<file path="config.mk">
export PLATFORM = sky130hd
export DESIGN_NAME = adler32_framer
export DESIGN_NICKNAME = d
export VERILOG_FILES = /design/src/rtl/adler32_framer.sv
export SDC_FILE = /design/constraint.sdc
export NUM_CORES = 2
export LEC_CHECK = 0
export ABC_CLOCK_PERIOD_IN_PS = 4100
export BUFFER_PORTS_ARGS = -buffer_cell sky130_fd_sc_hd__buf_2
export CAP_MARGIN = 20
export CORE_MARGIN = 1
export CORE_UTILIZATION = 45
export DETAILED_ROUTE_END_ITERATION = 8
export GPL_TIMING_DRIVEN = 0
export HOLD_SLACK_MARGIN = 0.15
export PLACE_DENSITY = 0.64
export RECOVER_POWER = 100
export REMOVE_ABC_BUFFERS = 1
export SYNTH_ARGS = -nofsm -noshare
export SYNTH_HDL_FRONTEND = slang
export SYNTH_SLANG_ARGS = --single-unit
</file>
<file path="constraint.sdc">
create_clock -name clk -period 4.1 [get_ports clk]
set_clock_uncertainty 0.2 [all_clocks]
set_input_delay 0 -clock clk [delete_from_list [all_inputs] [get_ports clk]]
set_output_delay 0 -clock clk [all_outputs]
set_load 0.01 [all_outputs]
</file>
<file path="src/rtl/adler32_framer.sv">
`default_nettype none
// ============================================================================
// Module      : adler32_framer
// Description : Buffers one valid/ready byte frame, then plays it into the
//               adler32 core (size / data_start / data) and returns the sum.
// Revision    : 1.0 - initial release
// ============================================================================
module adler32_framer #(
    parameter int DEPTH   = 256,
    parameter int ADDR_W  = 8,
    parameter int GAP     = 1,
    parameter int TIMEOUT = 1024
) (
    input  logic        clk,
    input  logic        rst,
    input  logic        in_valid,
    output logic        in_ready,
    input  logic [7:0]  in_data,
    input  logic        in_last,
    output logic        size_valid,
    output logic [31:0] size,
    output logic        data_start,
    output logic [7:0]  data,
    input  logic        checksum_valid,
    input  logic [31:0] checksum,
    output logic        result_valid,
    output logic [31:0] result,
    output logic        overflow,
    output logic        timeout,
    output logic        busy
);
    localparam int c_cnt_w = ADDR_W + 1;
    localparam int c_tmr_w = $clog2(TIMEOUT + 1);

    localparam logic [2:0] c_fill = 3'd0;
    localparam logic [2:0] c_size = 3'd1;
    localparam logic [2:0] c_gap  = 3'd2;
    localparam logic [2:0] c_send = 3'd3;
    localparam logic [2:0] c_wait = 3'd4;

    localparam logic [c_cnt_w-1:0] c_depth   = c_cnt_w'(DEPTH);
    localparam logic [c_cnt_w-1:0] c_cnt_one = c_cnt_w'(1);
    localparam logic [c_tmr_w-1:0] c_tmr_end = c_tmr_w'(TIMEOUT - 1);
    localparam logic [3:0]         c_gap_end = 4'(GAP - 1);

    logic [2:0]         r_state;
    logic [2:0]         w_next;
    logic [c_cnt_w-1:0] r_count;
    logic [c_cnt_w-1:0] r_idx;
    logic [3:0]         r_gap_cnt;
    logic [c_tmr_w-1:0] r_timer;
    logic               r_ovf;
    logic [7:0]         r_mem [DEPTH];
    logic [7:0]         r_rd_q;
    logic [31:0]        r_result;
    logic               r_result_valid;

    logic               w_xfer;
    logic               w_full;
    logic               w_close;
    logic               w_last_byte;
    logic               w_expire;
    logic [ADDR_W-1:0]  w_rd_addr;

    assign w_xfer      = in_valid & (r_state == c_fill);
    assign w_full      = (r_count + c_cnt_one) == c_depth;
    assign w_close     = w_xfer & (in_last | w_full);
    assign w_last_byte = r_idx == (r_count - c_cnt_one);
    assign w_expire    = r_timer == c_tmr_end;
    // Read one byte ahead so SEND streams without bubbles; address 0 is
    // preloaded during SIZE/GAP.
    assign w_rd_addr   = (r_state == c_send) ? (r_idx[ADDR_W-1:0] + ADDR_W'(1)) : '0;

    always_ff @(posedge clk or posedge rst) begin
        if (rst) r_state <= c_fill;
        else     r_state <= w_next;
    end

    always_comb begin
        w_next = r_state;
        case (r_state)
            c_fill:  if (w_close) w_next = c_size;
            c_size:  w_next = (GAP == 0) ? c_send : c_gap;
            c_gap:   if (r_gap_cnt == c_gap_end) w_next = c_send;
            c_send:  if (w_last_byte) w_next = c_wait;
            c_wait:  if (checksum_valid || w_expire) w_next = c_fill;
            default: w_next = c_fill;
        endcase
    end

    always_comb begin
        in_ready   = (r_state == c_fill);
        busy       = (r_state != c_fill);
        size_valid = (r_state == c_size);
        size       = (r_state == c_size) ? 32'(r_count) : 32'd0;
        overflow   = (r_state == c_size) & r_ovf;
        data_start = (r_state == c_send) & (r_idx == '0);
        data       = (r_state == c_send) ? r_rd_q : 8'd0;
        // A checksum arriving on the expiry cycle takes priority.
        timeout    = (r_state == c_wait) & w_expire & ~checksum_valid;
    end

    assign result_valid = r_result_valid;
    assign result       = r_result;

    always_ff @(posedge clk) begin
        if (w_xfer) r_mem[r_count[ADDR_W-1:0]] <= in_data;
        r_rd_q <= r_mem[w_rd_addr];
    end

    always_ff @(posedge clk or posedge rst) begin
        if (rst) begin
            r_count        <= '0;
            r_idx          <= '0;
            r_gap_cnt      <= '0;
            r_timer        <= '0;
            r_ovf          <= 1'b0;
            r_result       <= '0;
            r_result_valid <= 1'b0;
        end else begin
            r_result_valid <= 1'b0;
            case (r_state)
                c_fill: begin
                    if (w_xfer) begin
                        r_count <= r_count + c_cnt_one;
                        r_ovf   <= w_full & ~in_last;
                    end
                end
                c_size: begin
                    r_gap_cnt <= '0;
                    r_idx     <= '0;
                end
                c_gap:  r_gap_cnt <= r_gap_cnt + 4'd1;
                c_send: begin
                    r_idx   <= r_idx + c_cnt_one;
                    r_timer <= '0;
                end
                c_wait: begin
                    r_timer <= r_timer + c_tmr_w'(1);
                    if (checksum_valid) begin
                        r_result       <= checksum;
                        r_result_valid <= 1'b1;
                    end
                    if (checksum_valid || w_expire) r_count <= '0;
                end
                default: ;
            endcase
        end
    end
endmodule
`default_nettype wire

</file>
==> Word level (Yosys, flattened, before mapping) <==
Memories as Yosys holds them, arrays and structs flattened. A register that Yosys moved wholly into a read port is not among the register bits.
Cells that the tools add are included.
{ "word_totals": {"input_bits": 45, "output_inout_bits": 79, "ram_bits": 2048, "wordCells": 68, "register_bits": 70, "n_memories": 1} }
{ "mem_list": {"columns": ["memory", "depth", "width", "read_ports", "rd_clocked_by_memory_dff", "write_ports", "line", "source"], "rows": [
  ["r_mem", 256, 8, 1, 1, 1, "53", "logic [7:0] r_mem [DEPTH];"]
]} }
{ "classes": {"n_mux": 18, "eq_ne": 12, "bitwise_logic": 10, "n_reduce_logical": 13, "addsub": 6} }
{ "ops": {"columns": ["op", "count"], "rows": [
  ["9-bit one-hot mux with 2 select lines", 2],
  ["9-bit 2-to-1 mux", 3],
  ["11-bit one-hot mux with 2 select lines", 1],
  ["9-bit by 1-bit adder with 9-bit output (second input constant)", 2],
  ["8-bit 2-to-1 mux", 2],
  ["3-bit one-hot mux with 5 select lines", 1],
  ["3-bit 2-to-1 mux", 4],
  ["11-bit by 1-bit adder with 11-bit output (second input constant)", 1],
  ["11-bit by 10-bit equality test with 1-bit output (second input constant)", 1],
  ["9-bit equality test", 1],
  ["9-bit equality test (second input constant)", 1],
  ["9-bit logical NOT", 1],
  ["9-bit by 1-bit subtractor with 9-bit output (second input constant)", 1],
  ["8-bit by 1-bit adder with 8-bit output (second input constant)", 1],
  ["4-bit one-hot mux with 2 select lines", 1],
  ["2-bit nonzero test", 4],
  ["1-bit bitwise AND", 7],
  ["3-bit by 2-bit equality test with 1-bit output (second input constant)", 2],
  ["2-bit inequality test (second input constant)", 3],
  ["4-bit by 1-bit adder with 4-bit output (second input constant)", 1],
  ["4-bit logical NOT", 1],
  ["1-bit 2-to-1 mux", 4],
  ["2-bit by 1-bit inequality test with 1-bit output (second input constant)", 2],
  ["2-bit AND reduction", 2],
  ["other kinds (9)", 10]
]} }

==> Longest topological paths before layout <==
{ "depth": {"ltp_word": 6, "mapped_depth": 19, "ltp_nobuf": 11} }

==> Worst setup path before layout <==
OpenSTA, ideal clock, no wires.
{ "synth_path": {"path_kind": "reg-to-reg", "startpoint": "reg r_idx[0]", "endpoint": "reg r_rd_q[2], read port of r_mem", "setup_time_ps": 133, "required_time_ps": 3767, "arrival_ps": 3692, "synth_period_minus_slack_ps": 4025, "n_path_buf": 8, "path_slack_ps": 75, "stages_incl_launch_ff": 17, "path_cell_list": "dfrtp_1 -> buf_2 -> inv_2 -> clkbuf_1 -> buf_2 -> buf_1 -> clkbuf_1 -> ha_1 -> clkbuf_1 -> o21ai_0 -> buf_2 -> clkbuf_1 -> a31oi_1 -> o211ai_1 -> a31oi_1 -> o41ai_1 -> o32ai_1"} }
{ "synth_between": {"elab_chain_cells": 2} }
{ "synth_rtl": {"columns": ["item", "line", "source"], "rows": [
  ["start, declared", "49", "logic [c_cnt_w-1:0] r_idx;"],
  ["start signal, assigned", "135", "r_idx <= r_idx + c_cnt_one;"],
  ["8-bit by 1-bit adder with 8-bit output", "72", "assign w_rd_addr = (r_state == c_send) ? (r_idx[ADDR_W-1:0] + ADDR_W'(1)) : '0;"],
  ["8-bit 2-to-1 mux", "72", null],
  ["end, declared", "54", "logic [7:0] r_rd_q;"]
]} }
No other way between the ends.
A chain may end at the register's enable or synchronous reset.

==> Worst setup path in the final report <==
{ "layout_path": {"startpoint": "reg r_idx[0]", "endpoint": "reg r_rd_q[4], read port of r_mem"} }
The elaborated chain is that of the path after synthesis.

==> qor.csv <==
metric,value,unit
outcome,"finished, violations left",
failing checks,"max-capacitance violations, max-slew violations, negative setup slack",
Initial Util,0.453,
top_reg_cell synth,edfxtp_1,
largest net degree at the start of global routing,153,
adder-cell share of the synthesized area,0.00145,
Filler cells,14620,
Worst Path Buf+Inv,2,
Row Count,160,
leak pwr,33.6,nW
R2R Path End,r_rd_q[4],
synthesized flop and latch total,2126,
slowest cell on the critical path,mux2_8,
DR vias,59116,
vias in the first global route,54477,
first-pass iteration count of the detailed router,7,
GRT Overall Usage,0.301,
largest family of logic cells by synthesized area,simple AND/OR/NAND/NOR gates,
CP Capture Type,register,
DRT Wirelength,302,mm
layout cells sized above 1,0.178,
share of the synthesized area in the top cell type,0.715,
Hold Crit Class,in -> reg,
RSZ-0062 raised after global routing,true,
Post-Place Cells,8340,
sequential-to-total area share from yosys stat,0.737,
Residual DRC,0,
WL/cell,33.2,µm
CTS tree,done,
"EDFF count, synth",2048,
# IOs,124,
Most common cell on crit path,buf_4,
routability cong.,0.838,
port buffer count,100,
top cell family by delay on the critical path,compound AO/OA/AOI/OAI gates,
Die X,439,µm
Netlist Area Pre-Place,86000,µm²
post-synth top area cell,edfxtp_1,
CP required,4.64,ns
total congestion overflow,0,
measured slew at the worst slew-check pin,4.11,ns
initial antenna violation count,14,
core area,190000,µm²
number of DRC markers in iteration 0,9804,
Synth warnings,0,
die area,193000,µm²
Worst Slack Setup Final,-0.235,ns
Synth Area in Compound Gates,0.0850,
Die Y,439,µm
Via-to-Cell Ratio,6.51,
WP data arrival,4.88,ns
Sink Count,2126,
path type of the worst setup path,reg -> reg,
post-synthesis xor/xnor area fraction,0.00242,
Mean Syn Cell Area,14.2,µm²
P&R area growth vs syn,19.9,%
CTS Buf Count,207,
final total power,63.9,mW
Worst Hold Depth,3,
Nets,6446,
Final Non-Filler Cells,9084,
PD cells,620,nW/µm²
Cells after Synth,6042,
critical path's largest stage delay,0.59,ns
Setup crit start kind,register,
Simple-Gate Fraction of Synth Area,0.103,
Rel. slew slack,-1.74,
global-route wire length before repair,411,mm
"Hold Violations, Final",0,
Synth cell types,85,
hpwl dp,157,mm
f_max,231,MHz
H-tree Lvls,4,
Worst-path clk slew,0.06,ns
max-cap violation count,13,
mux cell area share after synthesis,0.0423,
maximum vdd ir drop,0.488,mV
post-detailed-route count of antenna-violating nets,0,
Max Transition Viols Final,1343,
flop2flop setup slack,-0.24,ns
crit share post-route,1.06,
Hold Crit Start,checksum_valid,
synth top area cells,"edfxtp_1 (72%), nand2_1 (4.5%), mux2i_1 (2.0%)",
largest buffer count on any clock path,3,
"FFs w/ async S/R, synth",0.0329,
cells on worst reg2reg path,10,
clock root buffer,clkbuf_16,
hold endpoint,result_valid,
cells along the critical path,buf_4 > buf_4 > and3_1 > mux2_8 > nor2_4 > nand2_2 > o22ai_2 > a211oi_4 > a211o_4 > a311oi_4,
Clock Latency Late Sink,0.86,ns
fin crit period,4.34,ns
endpoints failing setup,662,
reg-to-reg startpoint,r_idx[0],
Worst Path Max Fanout,22,
==> stage by stage <==
| step | setup TNS [ns] | hold WS (ns) | util | area, µm² | setup slack, ns |
|---|---|---|---|---|---|
| finish | -41.96 | 0.264 | 0.543 | 103000 | -0.235 |
| global route | -40.00 | 0.285 | 0.543 | 103000 | -0.192 |
| CTS | -6.84 | 0.172 | 0.536 | 102000 | -0.316 |
| detailed placement | -939.79 | 0.00843 | 0.477 | 90600 | -4.05 |
| global placement | -2609.00 | 0.00228 | 0.460 | 87300 | -73.61 |
| floorplan | -297.14 | -0.147 | - | 83700 | -26.98 |
==> per-layer routing <==
metal | global-route usage | vias up | routed length [µm] | share of wire
met4 | 0.158 | 8 | 18700 | 0.062
met1 | 0.395 | 29580 | 106000 | 0.35
met2 | 0.454 | 4644 | 135000 | 0.45
met3 | 0.0869 | 911 | 42600 | 0.14
met5 | 0 | - | 63 | 0.00021
li1 | - | 23973 | - | -
==> worst min-delay path, delay by kind of cell <==
family	cells	cell delay, ns
buf+inv	2	0.69
simple gates	1	0.44
==> worst max-delay path by stage <==
| stage | from | endpoint | slack, ns | cells past startpoint |
|---|---|---|---|---|
| floorplan | r_idx[0] | r_rd_q[4] | -26.98 | 10 |
| global placement | r_idx[0] | r_rd_q[1] | -73.61 | 8 |
| detailed placement | r_idx[0] | r_rd_q[7] | -4.05 | 16 |
| CTS | r_idx[0] | r_rd_q[1] | -0.32 | 18 |
| global route | r_idx[0] | r_rd_q[3] | -0.19 | 16 |
| finish | r_idx[0] | r_rd_q[4] | -0.24 | 10 |
==> layout make-up <==
class | instances | area (µm²) | area share
Inverter | 16 | 103 | 0.000995
Antenna cell | 7 | 17.5 | 0.000170
Tap cell | 2511 | 3140 | 0.0305
Timing Repair inverter | 3 | 26.3 | 0.000255
Timing Repair Buffer | 575 | 7800 | 0.0757
Clock buffer | 270 | 5630 | 0.0546
Clock inverter | 114 | 917 | 0.00889
Sequential cell | 2126 | 63400 | 0.615
Multi-Input combinational cell | 3462 | 22100 | 0.214
==> power breakdown <==
group	leakage (nW)	switching, mW	internal, mW
registers	19.4	0.359	24.1
logic	11.0	13.2	7.47
clock network	3.20	8.28	10.5
total	33.6	21.8	42.1
==> cells in the mapped netlist (56+ instances only) <==
cell type,instances
buf_2,218
a31oi_1,174
a32oi_1,71
and3_1,90
a211oi_1,78
a221oi_1,56
nor2_1,412
o21ai_0,157
nand2_1,1032
mux4_2,63
o221ai_1,95
mux2i_1,176
dfrtp_1,70
a21oi_1,159
buf_4,85
nor3_1,131
clkbuf_1,134
o22ai_1,63
nand3_1,272
edfxtp_1,2048
==> logic make-up after synthesis <==
| family | after synthesis |
|---|---|
| buffers and inverters | 481 |
| adder cells (fa/ha/maj) | 10 |
| multiplexers | 279 |
| AND/OR/NAND/NOR | 2064 |
| flip-flops | 2126 |
| AO/OA/AOI/OAI | 1059 |
| other | 1 |
| XOR/XNOR | 22 |
==> registers in the layout, summed over array words and instances (netlist names) <==
| signal | flops |
|---|---|
| r_mem | 2048 |
| result | 32 |
| r_timer | 11 |
| r_count | 9 |
| r_idx | 9 |
| r_rd_q | 8 |
| r_gap_cnt | 4 |
| r_state | 3 |
| r_ovf | 1 |
| result_valid | 1 |
==> timing repair <==
item	4_1_cts	5_1_grt
pin swaps	43	48
setup buffers	99	76
hold buffers	115	0
endpoints found under the setup margin	1612	1035
hold endpoints to repair	2175	0
cloned	57	10
gates resized for setup	220	219
==> cells in the final DEF (no fill, tap or decap), types with 20 or more instances in the layout <==
cell type,Yosys,layout
buf_6,7,20
nor3_1,131,127
mux2_2,38,36
conb_1,1,23
buf_12,0,52
nor2_4,0,31
o211ai_1,40,40
mux4_2,63,63
o21ai_0,157,147
clkinv_1,0,44
edfxtp_1,2048,2048
nand4_1,40,40
dfrtp_1,70,64
o22ai_1,63,55
clkinv_2,0,36
and3_1,90,89
o221ai_1,95,91
buf_4,85,139
mux2i_1,176,175
nand3_1,272,255
nand2_1,1032,1015
buf_16,0,77
a221oi_1,56,44
o2111ai_1,23,22
a22oi_1,24,22
nor2_2,1,133
clkbuf_1,134,91
clkbuf_16,0,223
a211oi_1,78,62
a31oi_1,174,163
a32oi_1,71,71
a21oi_1,159,150
dlygate4sd3_1,0,110
buf_2,218,55
bufbuf_16,0,38
nor2_1,412,249
(Power assumes the default switching activity.)
